## config.mk

```make
export PLATFORM = sky130hd
export DESIGN_NAME = pc_sequencer_flat
export DESIGN_NICKNAME = d
export VERILOG_FILES = /design/src/rtl/cpu_pkg.sv /design/src/rtl/pc_sequencer_if.sv /design/src/rtl/ras_stack.sv /design/src/rtl/pc_sequencer.sv /design/src/flat_wrapper.sv
export SDC_FILE = /design/constraint.sdc
export NUM_CORES = 1
export LEC_CHECK = 0
export CAP_MARGIN = 10
export CORE_ASPECT_RATIO = 1.1
export CORE_MARGIN = 4
export CORE_UTILIZATION = 57
export DETAILED_ROUTE_END_ITERATION = 16
export GPL_ROUTABILITY_DRIVEN = 0
export HOLD_SLACK_MARGIN = 0.02
export PLACE_DENSITY = 0.79
export SETUP_SLACK_MARGIN = 0.5
export SLEW_MARGIN = 5
export SYNTH_ARGS = -nofsm -noshare
export SYNTH_HDL_FRONTEND = slang
export SYNTH_HIERARCHICAL = 1
export SYNTH_SLANG_ARGS = --single-unit
```

## constraint.sdc

```tcl
create_clock -name clk -period 3.1 [get_ports clk]
set_input_delay 0.31 -clock clk [delete_from_list [all_inputs] [get_ports clk]]
set_output_delay 0.31 -clock clk [all_outputs]
set_load 0.005 [all_outputs]
```

## src/rtl/cpu_pkg.sv

```systemverilog
// Shared CPU front-end definitions: address width, PC sequencer defaults and
// the sequencer state type.
package cpu_pkg;

  localparam int unsigned ADDR_W        = 32;
  localparam int unsigned RAS_DEPTH_DEF = 4;

  typedef logic [ADDR_W-1:0] addr_t;

  localparam addr_t RESET_VECTOR_DEF = '0;
  localparam addr_t PC_INC_DEF       = 32'd1;

  typedef enum logic [1:0] {
    BOOT  = 2'd0,
    RUN   = 2'd1,
    FLUSH = 2'd2,
    FAULT = 2'd3
  } pc_seq_state_t;

endpackage

```

## src/rtl/pc_sequencer_if.sv

```systemverilog
// Control/fetch bundle between the branch unit (master) and the PC sequencer (slave).
interface pc_sequencer_if;
  import cpu_pkg::*;

  logic  stall;
  logic  br_valid;
  logic  br_link;
  addr_t br_target;
  logic  ret_valid;
  logic  ctl_ready;
  addr_t pc;
  logic  pc_valid;
  logic  ras_empty;
  logic  ras_full;
  logic  fault;

  modport master (
    output stall, br_valid, br_link, br_target, ret_valid,
    input  ctl_ready, pc, pc_valid, ras_empty, ras_full, fault
  );

  modport slave (
    input  stall, br_valid, br_link, br_target, ret_valid,
    output ctl_ready, pc, pc_valid, ras_empty, ras_full, fault
  );

endinterface

```

## src/rtl/ras_stack.sv

```systemverilog
// Circular return-address stack; a push when full overwrites the oldest entry
// and the occupancy count saturates at DEPTH.
module ras_stack #(
  parameter int unsigned DEPTH = 4,
  parameter int unsigned W     = 32
) (
  input  logic         clk,
  input  logic         rst_n,
  input  logic         push,
  input  logic         pop,
  input  logic [W-1:0] push_data,
  output logic [W-1:0] top,
  output logic         empty,
  output logic         full
);

  localparam int unsigned PW = $clog2(DEPTH);
  localparam int unsigned CW = $clog2(DEPTH + 1);

  logic [W-1:0]  mem [DEPTH];
  logic [PW-1:0] ptr;
  logic [CW-1:0] count;

  // ptr is the next free slot; wrap-around is the natural overflow of PW bits
  always_ff @(posedge clk or negedge rst_n) begin
    if (!rst_n) begin
      ptr   <= '0;
      count <= '0;
    end else if (push) begin
      ptr <= ptr + PW'(1);
      if (count != CW'(DEPTH)) count <= count + CW'(1);
    end else if (pop && (count != '0)) begin
      ptr   <= ptr - PW'(1);
      count <= count - CW'(1);
    end
  end

  always_ff @(posedge clk) begin
    if (push) mem[ptr] <= push_data;
  end

  assign top   = mem[ptr - PW'(1)];
  assign empty = (count == '0);
  assign full  = (count == CW'(DEPTH));

endmodule

```

## src/rtl/pc_sequencer.sv

```systemverilog
// Program-counter sequencer: sequential stepping, branch/call redirect with a
// one-cycle flush bubble, return via RAS, sticky fault on return with empty RAS.
module pc_sequencer
  import cpu_pkg::*;
#(
  parameter addr_t       RESET_VECTOR = RESET_VECTOR_DEF,
  parameter addr_t       PC_INC       = PC_INC_DEF,
  parameter int unsigned RAS_DEPTH    = RAS_DEPTH_DEF
) (
  input  logic              clk,
  input  logic              rst_n,
  pc_sequencer_if.slave     ctl
);

  pc_seq_state_t state;
  addr_t         pc_q;
  logic          pc_valid_q;
  logic          fault_q;

  logic  accept;
  logic  push;
  logic  pop;
  addr_t ras_top;
  logic  ras_empty;
  logic  ras_full;

  // Return outranks branch; a call that loses to a return must not push.
  always_comb begin
    accept = (state == RUN) && !ctl.stall;
    pop    = accept && ctl.ret_valid && !ras_empty;
    push   = accept && !ctl.ret_valid && ctl.br_valid && ctl.br_link;
  end

  always_ff @(posedge clk or negedge rst_n) begin
    if (!rst_n) begin
      state      <= BOOT;
      pc_q       <= RESET_VECTOR;
      pc_valid_q <= 1'b0;
      fault_q    <= 1'b0;
    end else begin
      case (state)
        BOOT: begin
          state      <= RUN;
          pc_valid_q <= 1'b1;
        end
        RUN: begin
          if (!ctl.stall) begin
            if (ctl.ret_valid) begin
              pc_valid_q <= 1'b0;
              if (!ras_empty) begin
                pc_q  <= ras_top;
                state <= FLUSH;
              end else begin
                fault_q <= 1'b1;
                state   <= FAULT;
              end
            end else if (ctl.br_valid) begin
              pc_q       <= ctl.br_target;
              pc_valid_q <= 1'b0;
              state      <= FLUSH;
            end else begin
              pc_q <= pc_q + PC_INC;
            end
          end
        end
        FLUSH: begin
          state      <= RUN;
          pc_valid_q <= 1'b1;
        end
        FAULT: begin
          state      <= FAULT;
          pc_valid_q <= 1'b0;
        end
      endcase
    end
  end

  ras_stack #(
    .DEPTH (RAS_DEPTH),
    .W     (ADDR_W)
  ) u_ras (
    .clk       (clk),
    .rst_n     (rst_n),
    .push      (push),
    .pop       (pop),
    .push_data (pc_q + PC_INC),
    .top       (ras_top),
    .empty     (ras_empty),
    .full      (ras_full)
  );

  assign ctl.ctl_ready = accept;
  assign ctl.pc        = pc_q;
  assign ctl.pc_valid  = pc_valid_q;
  assign ctl.ras_empty = ras_empty;
  assign ctl.ras_full  = ras_full;
  assign ctl.fault     = fault_q;

endmodule

```

## src/flat_wrapper.sv

```systemverilog
// flat-port wrapper written by rule: the top's interface ports become plain ports
module pc_sequencer_flat import cpu_pkg::*;
#(
  parameter addr_t       RESET_VECTOR = RESET_VECTOR_DEF,
  parameter addr_t       PC_INC       = PC_INC_DEF,
  parameter int unsigned RAS_DEPTH    = RAS_DEPTH_DEF
)
  (clk, rst_n, ctl_stall, ctl_br_valid, ctl_br_link, ctl_br_target, ctl_ret_valid, ctl_ctl_ready, ctl_pc, ctl_pc_valid, ctl_ras_empty, ctl_ras_full, ctl_fault);
  pc_sequencer_if ctl_i ();
  input  logic clk;
  input  logic rst_n;
  input wire logic [$bits(ctl_i.stall)-1:0] ctl_stall;
  input wire logic [$bits(ctl_i.br_valid)-1:0] ctl_br_valid;
  input wire logic [$bits(ctl_i.br_link)-1:0] ctl_br_link;
  input wire logic [$bits(ctl_i.br_target)-1:0] ctl_br_target;
  input wire logic [$bits(ctl_i.ret_valid)-1:0] ctl_ret_valid;
  output wire logic [$bits(ctl_i.ctl_ready)-1:0] ctl_ctl_ready;
  output wire logic [$bits(ctl_i.pc)-1:0] ctl_pc;
  output wire logic [$bits(ctl_i.pc_valid)-1:0] ctl_pc_valid;
  output wire logic [$bits(ctl_i.ras_empty)-1:0] ctl_ras_empty;
  output wire logic [$bits(ctl_i.ras_full)-1:0] ctl_ras_full;
  output wire logic [$bits(ctl_i.fault)-1:0] ctl_fault;
  assign ctl_i.stall = ctl_stall;
  assign ctl_i.br_valid = ctl_br_valid;
  assign ctl_i.br_link = ctl_br_link;
  assign ctl_i.br_target = ctl_br_target;
  assign ctl_i.ret_valid = ctl_ret_valid;
  assign ctl_ctl_ready = ctl_i.ctl_ready;
  assign ctl_pc = ctl_i.pc;
  assign ctl_pc_valid = ctl_i.pc_valid;
  assign ctl_ras_empty = ctl_i.ras_empty;
  assign ctl_ras_full = ctl_i.ras_full;
  assign ctl_fault = ctl_i.fault;
  pc_sequencer #(.RESET_VECTOR(RESET_VECTOR), .PC_INC(PC_INC), .RAS_DEPTH(RAS_DEPTH)) u_core (.clk(clk), .rst_n(rst_n), .ctl(ctl_i));
endmodule
```

Word-level counts from Yosys, hierarchy flattened
Memory sizes are Yosys's and may differ from the RTL's.
Cells that the tools add are included.
Widths: inputs -> output; s select.
Word-level totals
  register bits after elaboration: 41
  RAM bits: 128
  input bits: 38
  output and inout bits: 37
  logic and storage cells: 60
  memories kept: 1
Cells by class
  $add $sub $neg: 5
  equality and inequality tests: 9
  mux-type cells: 19
  bitwise logic cells: 1
  reduce and logical (&&, ||, !) cells: 19
Memory list
  u_core.u_ras.mem: depth 4, width 32, read ports 1, clocked after memory_dff 0, wr ports 1, line ras_stack.sv:20  | logic [W-1:0] mem [DEPTH];
Operators by type and width (count)
  $mux 32: 3
  $add 32x1->32 const B: 1
  $mux 2: 5
  $mux 3: 3
  $logic_and 1x1->1: 7
  $mux 1: 6
  $ne 2x2->1 const B: 3
  $ne 3x3->1 const B: 2
  $pmux 2 s3: 1
  $eq 2x2->1 const B: 2
  $reduce_and 2->1: 2
  $reduce_and 4->1: 1
  $add 3x1->3 const B: 1
  $eq 3x3->1 const B: 1
  $logic_not 1->1: 3
  $logic_not 3->1: 1
  $pmux 1 s3: 1
  $reduce_and 3->1: 1
  $reduce_bool 3->1: 1
  $sub 3x1->3 const B: 1
  $add 2x1->2 const B: 1
  $eq 2x1->1 const B: 1
  $logic_not 2->1: 1
  $reduce_bool 2->1: 1
  3 further kinds: 3

Logic depth before layout (Yosys ltp)
Gate-level depths: netlist of run 1.
  depth in word-level cells: 7
  mapped depth: 11
  mapped depth without buffers: 7

By module
Netlist of run 1, hierarchy kept.
By module, submodules not included
  ras_stack: times used 1, cells an instance 212, area an instance 5057.4 sq um, sequential area each 3968.8 sq um
  pc_sequencer: times used 1, cells an instance 351, area an instance 2880.3 sq um, sequential area each 900.9 sq um

Worst setup path after synthesis of run 1
No wires, ideal clock.
  kind: input to register
  start: input ctl_br_valid
  end: memory u_core.u_ras.mem[0][0] (enable)
  library setup time: 0.392 ns
  arrival time: 2.309 ns
  data required time: 2.708 ns
  path slack: 0.398 ns
  cell stages on the path: 6
  buffers on the path: 3
  path through: clkbuf_1 > nand2b_1 > clkbuf_1 > nor3_1 > buf_2 > and2_1
Between the ends
  longest elaborated chain between the ends: 4
RTL lines
  from (decl): line flat_wrapper.sv:13  | input wire logic [$bits(ctl_i.br_valid)-1:0] ctl_br_valid;
  $logic_and 1x1->1 (2 in a row): line pc_sequencer.sv:31  | push = accept && !ctl.ret_valid && ctl.br_valid && ctl.br_link;
  named net u_core.push: line pc_sequencer.sv:21  | logic push;
  $mux 1: line ras_stack.sv:39  | if (push) mem[ptr] <= push_data;
  $mux 1 (not written as such): line ras_stack.sv:39
  to (decl): line ras_stack.sv:20
The timed path passes the listed nets, and every way through them passes these cells.

Worst setup path in the final report of run 1
  start: register u_core.state[1]
  end: output ctl_ctl_ready
Between the ends
  longest elaborated chain between the ends: 2
RTL lines
  from (decl): line pc_sequencer.sv:15  | pc_seq_state_t state;
  from (signal assigned): line pc_sequencer.sv:36  | state <= BOOT;
  from (signal assigned): line pc_sequencer.sv:43  | state <= RUN;
  from (signal assigned): line pc_sequencer.sv:52  | state <= FLUSH;
  $eq 2x1->1: line pc_sequencer.sv:29  | accept = (state == RUN) && !ctl.stall;
  $logic_and 1x1->1: line pc_sequencer.sv:29
  to (decl): line flat_wrapper.sv:17  | output wire logic [$bits(ctl_i.ctl_ready)-1:0] ctl_ctl_ready;
No other way between the ends.

==> summary.txt, run 1 <==
Dpl cell area: 0.00889 mm2
Final Hold Fails: 0
Worst Skew: 0.00992 ns
Initial Utilization: 59.1%
Die area: 0.0159 mm2
H-tree Lvls: 4
Commonest non-fill, non-tap cells in the layout: edfxtp_1 (128), clkdlybuf4s50_1 (73), dfrtp_1 (40)
DRT Pass-1 Iters: 5
Core Footprint: 0.0134 mm2
CTS tree: done
Post-synthesis cell type count: 62
Gr ovfl total: 0
EDFF count, synth: 128
WL/cell: 23.6 um
Post-synth top flop: edfxtp_1
All-layer global routing usage: 25.6%
Tot Pwr: 0.00774 W
Largest net degree at the start of global routing: 42
Crit-path cells: or3b_1, buf_4, inv_1, buf_4, clkdlybuf4s50_1
Post-Syn Nets: 607
Clk buf depth: 2
Max-Slew Margin vs Limit: 31.4%
Post-route setup TNS: 0 ns
CTS buffer count: 17
Max Freq: 409 MHz
Yosys reg bits: 169
Synthesis Warnings: 6
Highest Signal Layer: met4
DR iter-0 viols: 521
Crit path max-delay cell type: clkdlybuf4s50_1
Cells after synthesis: 563
Final Cycle Share: 78.8%
Die H: 132 um
RSZ-0062 raised after global routing: no
Share of cells above drive strength 1: 16.0%
Post-CTS setup buffer count: 0
Async S/R FF share, synth: 24.3%
CTS Root Cell: clkbuf_16
Peak VDD IR: 450 uV
Worst EP required: 2.79 ns
Crit path DAT: 2.13 ns
Wire length on met2: 9670 um
Startpoint types: flip-flop
CP Buf/Inv Count: 4
FP Rows: 44
Crit. End Element: output port
Clk_lat worst skew: 0.43 ns
NumNets Final: 680
Antenna Diode Count: 0
Leakage: 3.31 nW
Met3 routed WL: 1690 um
Final min period: 2.44 ns
Critical Path Fanout Max: 7
Antenna violations before repair: 0
Clk slew on worst S/H paths: 0.06 ns
Kind of critical path: reg -> out
Most common cell on crit path: buf_4
# clock sinks: 169
Final HPWL from detailed placement: 12,700 um
Commonest non-fill, non-tap cell in the layout: edfxtp_1
Hold Slack: 0.0650 ns
First-pass GRT wire length: 30,800 um
Sequential area share after synthesis: 61.3%
Die width: 121 um
Antenna-violating nets left: 0
Max-slew violations: 0
Worst path max stage delay: 0.51 ns
I/O pin count: 75
Mapped cell area: 0.00794 mm2
Cell Pwr Density: 822 mW/mm2
Syn_area_per_cell: 14.1 um2
Vias in the first global route: 5,358
Vias after detailed routing: 5,396
# DRC: 0
Resize count post-CTS: 0
Final setup vio count: 0
Layout area overhead: 18.7%
DRT Wirelength: 19,600 um
Hold Buf Count CTS: 0
Cell area after layout: 0.00942 mm2
Maxcap violations: 0
Worst hold path type: in -> async
Vias per inst: 6.48
Status: finished clean
Slew of the pin with the lowest slew margin: 1.03 ns
Port bufs: 74
Crit path max-delay family: buffers and inverters
Met1 WL: 7740 um
-- sequential cells by signal, indices dropped and copies added, names as in the netlist --
register             flops
u_core/u_ras/count       3
u_core/ctl.pc           32
u_core/ctl.pc_valid      1
u_core/state             2
u_core/ctl.fault         1
u_core/u_ras/mem       128
u_core/u_ras/ptr         2
-- cell type report --
class / count / area [um2]
Timing Repair Buffer: 95 / 943
Sequential cell: 169 / 4870
Multi-Input combinational cell: 341 / 2800
Tap cell: 184 / 230
Inverter: 12 / 45.0
Clock inverter: 9 / 51.3
Clock buffer: 23 / 478
Fill cell: 927 / 4010
-- through the flow --
stage	instances	worst slack (ns)	utilization, %
floorplan	563	0.680	-
global placement	801	0.565	66.2
detailed placement	801	0.528	66.2
CTS	833	0.649	70.1
global route	833	0.523	70.1
finish	833	0.658	70.1
-- report_power, final --
part	internal, W	switching [W]
sequential	0.00290	0.000471
combinational	0.00128	0.00120
clock	0.00108	0.000826
total	0.00525	0.00249
-- kinds of logic after synthesis --
family / share of synthesized area, %
compound gates: 10.7
xor+xnor: 3.42
fa+ha+maj: 1.04
buf+inv: 3.50
flops: 61.3
mux: 9.60
simple gates: 10.4
-- final timing paths --
| kind | startpoint | to | slack (ns) | cells after the start |
|---|---|---|---|---|
| max | u_core/state[1] | ctl_ctl_ready | 0.66 | 5 |
| min in group clk | u_core/state[0] | u_core/ctl.pc_valid | 0.46 | 1 |
| max in group asynchronous | rst_n | u_core/u_ras/ptr[0] | 2.34 | 1 |
| min reg2reg | u_core/state[0] | u_core/ctl.pc_valid | 0.46 | 1 |
| min | rst_n | u_core/ctl.pc[10] | 0.07 | 1 |
| max reg2reg | u_core/ctl.pc[0] | u_core/u_ras/mem[0][20] | 0.66 | 6 |
-- metal layers --
| metal | track usage (%) | vias to the layer above |
|---|---|---|
| met5 | 0 | - |
| met4 | 10.3 | 0 |
| met3 | 6.35 | 44 |
| met2 | 40.4 | 282 |
| met1 | 34.3 | 2708 |
| li1 | - | 2362 |
-- Yosys cell counts (4+ instances only) --
cell | n | area, um2
and3_1 | 4 | 25.0
nor3_2 | 4 | 40.0
and2_1 | 7 | 43.8
buf_2 | 16 | 80.1
nand2_1 | 33 | 124
ha_1 | 5 | 62.6
edfxtp_1 | 128 | 3840
a21oi_1 | 29 | 145
inv_1 | 12 | 45.0
o21ai_0 | 18 | 90.1
nor3_1 | 14 | 70.1
mux4_2 | 29 | 653
nand3_1 | 13 | 65.1
clkbuf_1 | 18 | 67.6
o22ai_1 | 20 | 125
o311a_1 | 6 | 60.1
and4_1 | 4 | 35.0
xor2_1 | 15 | 131
o21a_1 | 9 | 67.6
dfrtp_1 | 41 | 1030
o22a_1 | 8 | 70.1
nor2_1 | 26 | 97.6
xnor2_1 | 16 | 140
nand4_1 | 14 | 87.6
a221oi_1 | 4 | 35.0
a2bb2oi_1 | 6 | 52.6
a31oi_1 | 8 | 50.1
Power figures use the tool's default switching activity.
==> run 2: changes to the inputs <==
- clock period: 3.1 -> 2.37 ns (I/O delays scaled with it)
==> run 2 against run 1 <==
Flip-flop and latch count is the same; critical path depth grew 2; register-to-register slack lost 0.51 ns; count of clock-buffer cells in the layout is the same; highest routed layer unchanged; largest cell class unchanged; clock skew is essentially flat; total power grew 63%; critical path type is now reg -> reg; non-clock buffer count grew 100.
==> summary.txt, run 2 (synthesized netlist as in run 1, its figures left out) <==
Final min period: 2.22 ns
Largest net degree at the start of global routing: 33
Antenna violations before repair: 0
Kind of critical path: reg -> reg
Port bufs: 74
Clk_lat worst skew: 0.43 ns
All-layer global routing usage: 29.2%
Status: finished clean
Worst EP required: 2.67 ns
Worst reg2reg path depth: 7
Share of power burned in registers: 33.6%
# clock sinks: 169
WL/cell: 28.3 um
Filler cells: 609
FP Rows: 44
Slew of the pin with the lowest slew margin: 0.705 ns
Clk slew on worst S/H paths: 0.07 ns
I/O pin count: 75
Final HPWL from detailed placement: 13,200 um
Gr ovfl total: 0
Most common cell on crit path: nand4_1
Clock network power share: 21.5%
Max-slew violations: 0
Commonest non-fill, non-tap cells in the layout: edfxtp_1 (128), buf_4 (83), clkdlybuf4s50_1 (72)
Share of cells above drive strength 1: 38.7%
Maxcap violations: 0
Vias per inst: 6.98
Antenna Diode Count: 0
P_int: 0.00842 W
Crit path max-delay cell type: dfrtp_1
DRT Wirelength: 26,400 um
Peak VDD IR: 586 uV
CP Buf/Inv Count: 1
Post-route setup TNS: 0 ns
Crit path DAT: 2.52 ns
Combinational share of power: 44.9%
Most flops, register: u_core/u_ras/mem
Leakage: 4.14 nW
Max-Slew Margin vs Limit: 53.0%
Net Sw Frac: 33.5%
CTS Root Cell: clkbuf_16
DR iter-0 viols: 1,032
H-tree Lvls: 4
Max Freq: 450 MHz
Antenna-violating nets left: 0
# DRC: 0
Startpoint types: flip-flop
R2r startpoint: u_core/ctl.pc[1]
Worst hold path type: in -> async
Clk buf depth: 2
FF-to-FF setup slack: 0.15 ns
NumNets Final: 780
Final Cycle Share: 93.8%
Die H: 132 um
CTS buffer count: 17
Vias in the first global route: 6,096
Hold Slack: 0.399 ns
Dpl cell area: 0.00923 mm2
Switching power: 0.00424 W
Crit. End Element: flip-flop
Vias after detailed routing: 6,516
Cell Pwr Density: 1140 mW/mm2
Worst reg2reg path endpoint: u_core/ctl.pc[24]
First-pass GRT wire length: 35,000 um
DRT Pass-1 Iters: 5
Core Footprint: 0.0134 mm2
Worst Skew: 0.0103 ns
Die area: 0.0159 mm2
Cell area after layout: 0.0111 mm2
Worst path max stage delay: 0.40 ns
Commonest non-fill, non-tap cell in the layout: edfxtp_1
Layout area overhead: 40.0%
Die width: 121 um
Final setup vio count: 0
Final Hold Fails: 0
CTS tree: done
Critical Path Fanout Max: 5
Initial Utilization: 59.1%
Number of flip-flops in the largest register: 128
RSZ-0062 raised after global routing: yes
Crit path max-delay family: simple AND/OR/NAND/NOR gates
Crit-path cells: ha_4, nand4_1, or2_4, buf_12, nor4_4, nand4_1, o311a_1
run 2: repair_timing:
item | in CTS | in global routing
resized for setup | 68 | 62
endpoints found under the setup margin | 241 | 241
pin swaps | 18 | 30
hold buffers | 1 | 0
endpoints found under the hold margin | 24 | 0
gates cloned | 2 | 1
setup buffers | 38 | 33
run 2: routing by layer:
metal  track usage [%]  up-vias  part of all wire, %
met5                 0        -                    0
met3              7.25      136                   12
met4              11.9        0                  5.5
met1              37.2     3211                   33
met2              48.2      618                   50
li1                  -     2551                    -
run 2: worst reg2reg max path: stages, from the launching register on:
cell     delay (ns)
dfrtp_1        0.40
ha_4           0.15
nand4_1        0.20
or2_4          0.38
buf_12         0.16
nor4_4         0.38
nand4_1        0.24
o311a_1        0.18
run 2: final cells by class:
class                      instances  area (um2)  area share (%)
clock buffer                      23         478            4.30
clock inverter                     9        96.3           0.867
inverter                          12        55.1           0.495
multi-input combinational        341        3350            30.1
sequential                       169        4890            44.0
tap                              184         230            2.07
timing repair buffer             195        2010            18.1
run 2: worst max path at each step:
stage                     startpoint               endpoint  slack (ns)  cells after the start
finish              u_core/ctl.pc[1]      u_core/ctl.pc[24]        0.15                      7
global route        u_core/ctl.pc[1]      u_core/ctl.pc[24]        0.17                      7
CTS                  u_core/state[1]  u_core/u_ras/count[1]        0.37                      7
detailed placement         ctl_stall  u_core/u_ras/count[1]       -0.09                      8
global placement           ctl_stall  u_core/u_ras/count[1]      -0.001                      8
floorplan            u_core/state[1]  u_core/u_ras/count[1]        0.25                      8
run 2: power by group through the flow:
stage	sequential [W]	clock, W	combinational (W)
floorplan	0.00421	0	0.00239
CTS	0.00420	0.00272	0.00463
finish	0.00425	0.00272	0.00568
detailed placement	0.00431	0	0.00360
global route	0.00428	0.00287	0.00592
global placement	0.00428	0	0.00349
run 2: stage by stage:
| stage | power [W] | setup slack [ns] | std cells | utilization [%] |
|---|---|---|---|---|
| floorplan | 0.00660 | 0.251 | 563 | - |
| global placement | 0.00777 | -0.00126 | 826 | 68.7 |
| detailed placement | 0.00791 | -0.0871 | 826 | 68.7 |
| CTS | 0.0116 | 0.372 | 899 | 78.2 |
| global route | 0.0131 | 0.168 | 933 | 82.7 |
| finish | 0.0127 | 0.146 | 933 | 82.7 |
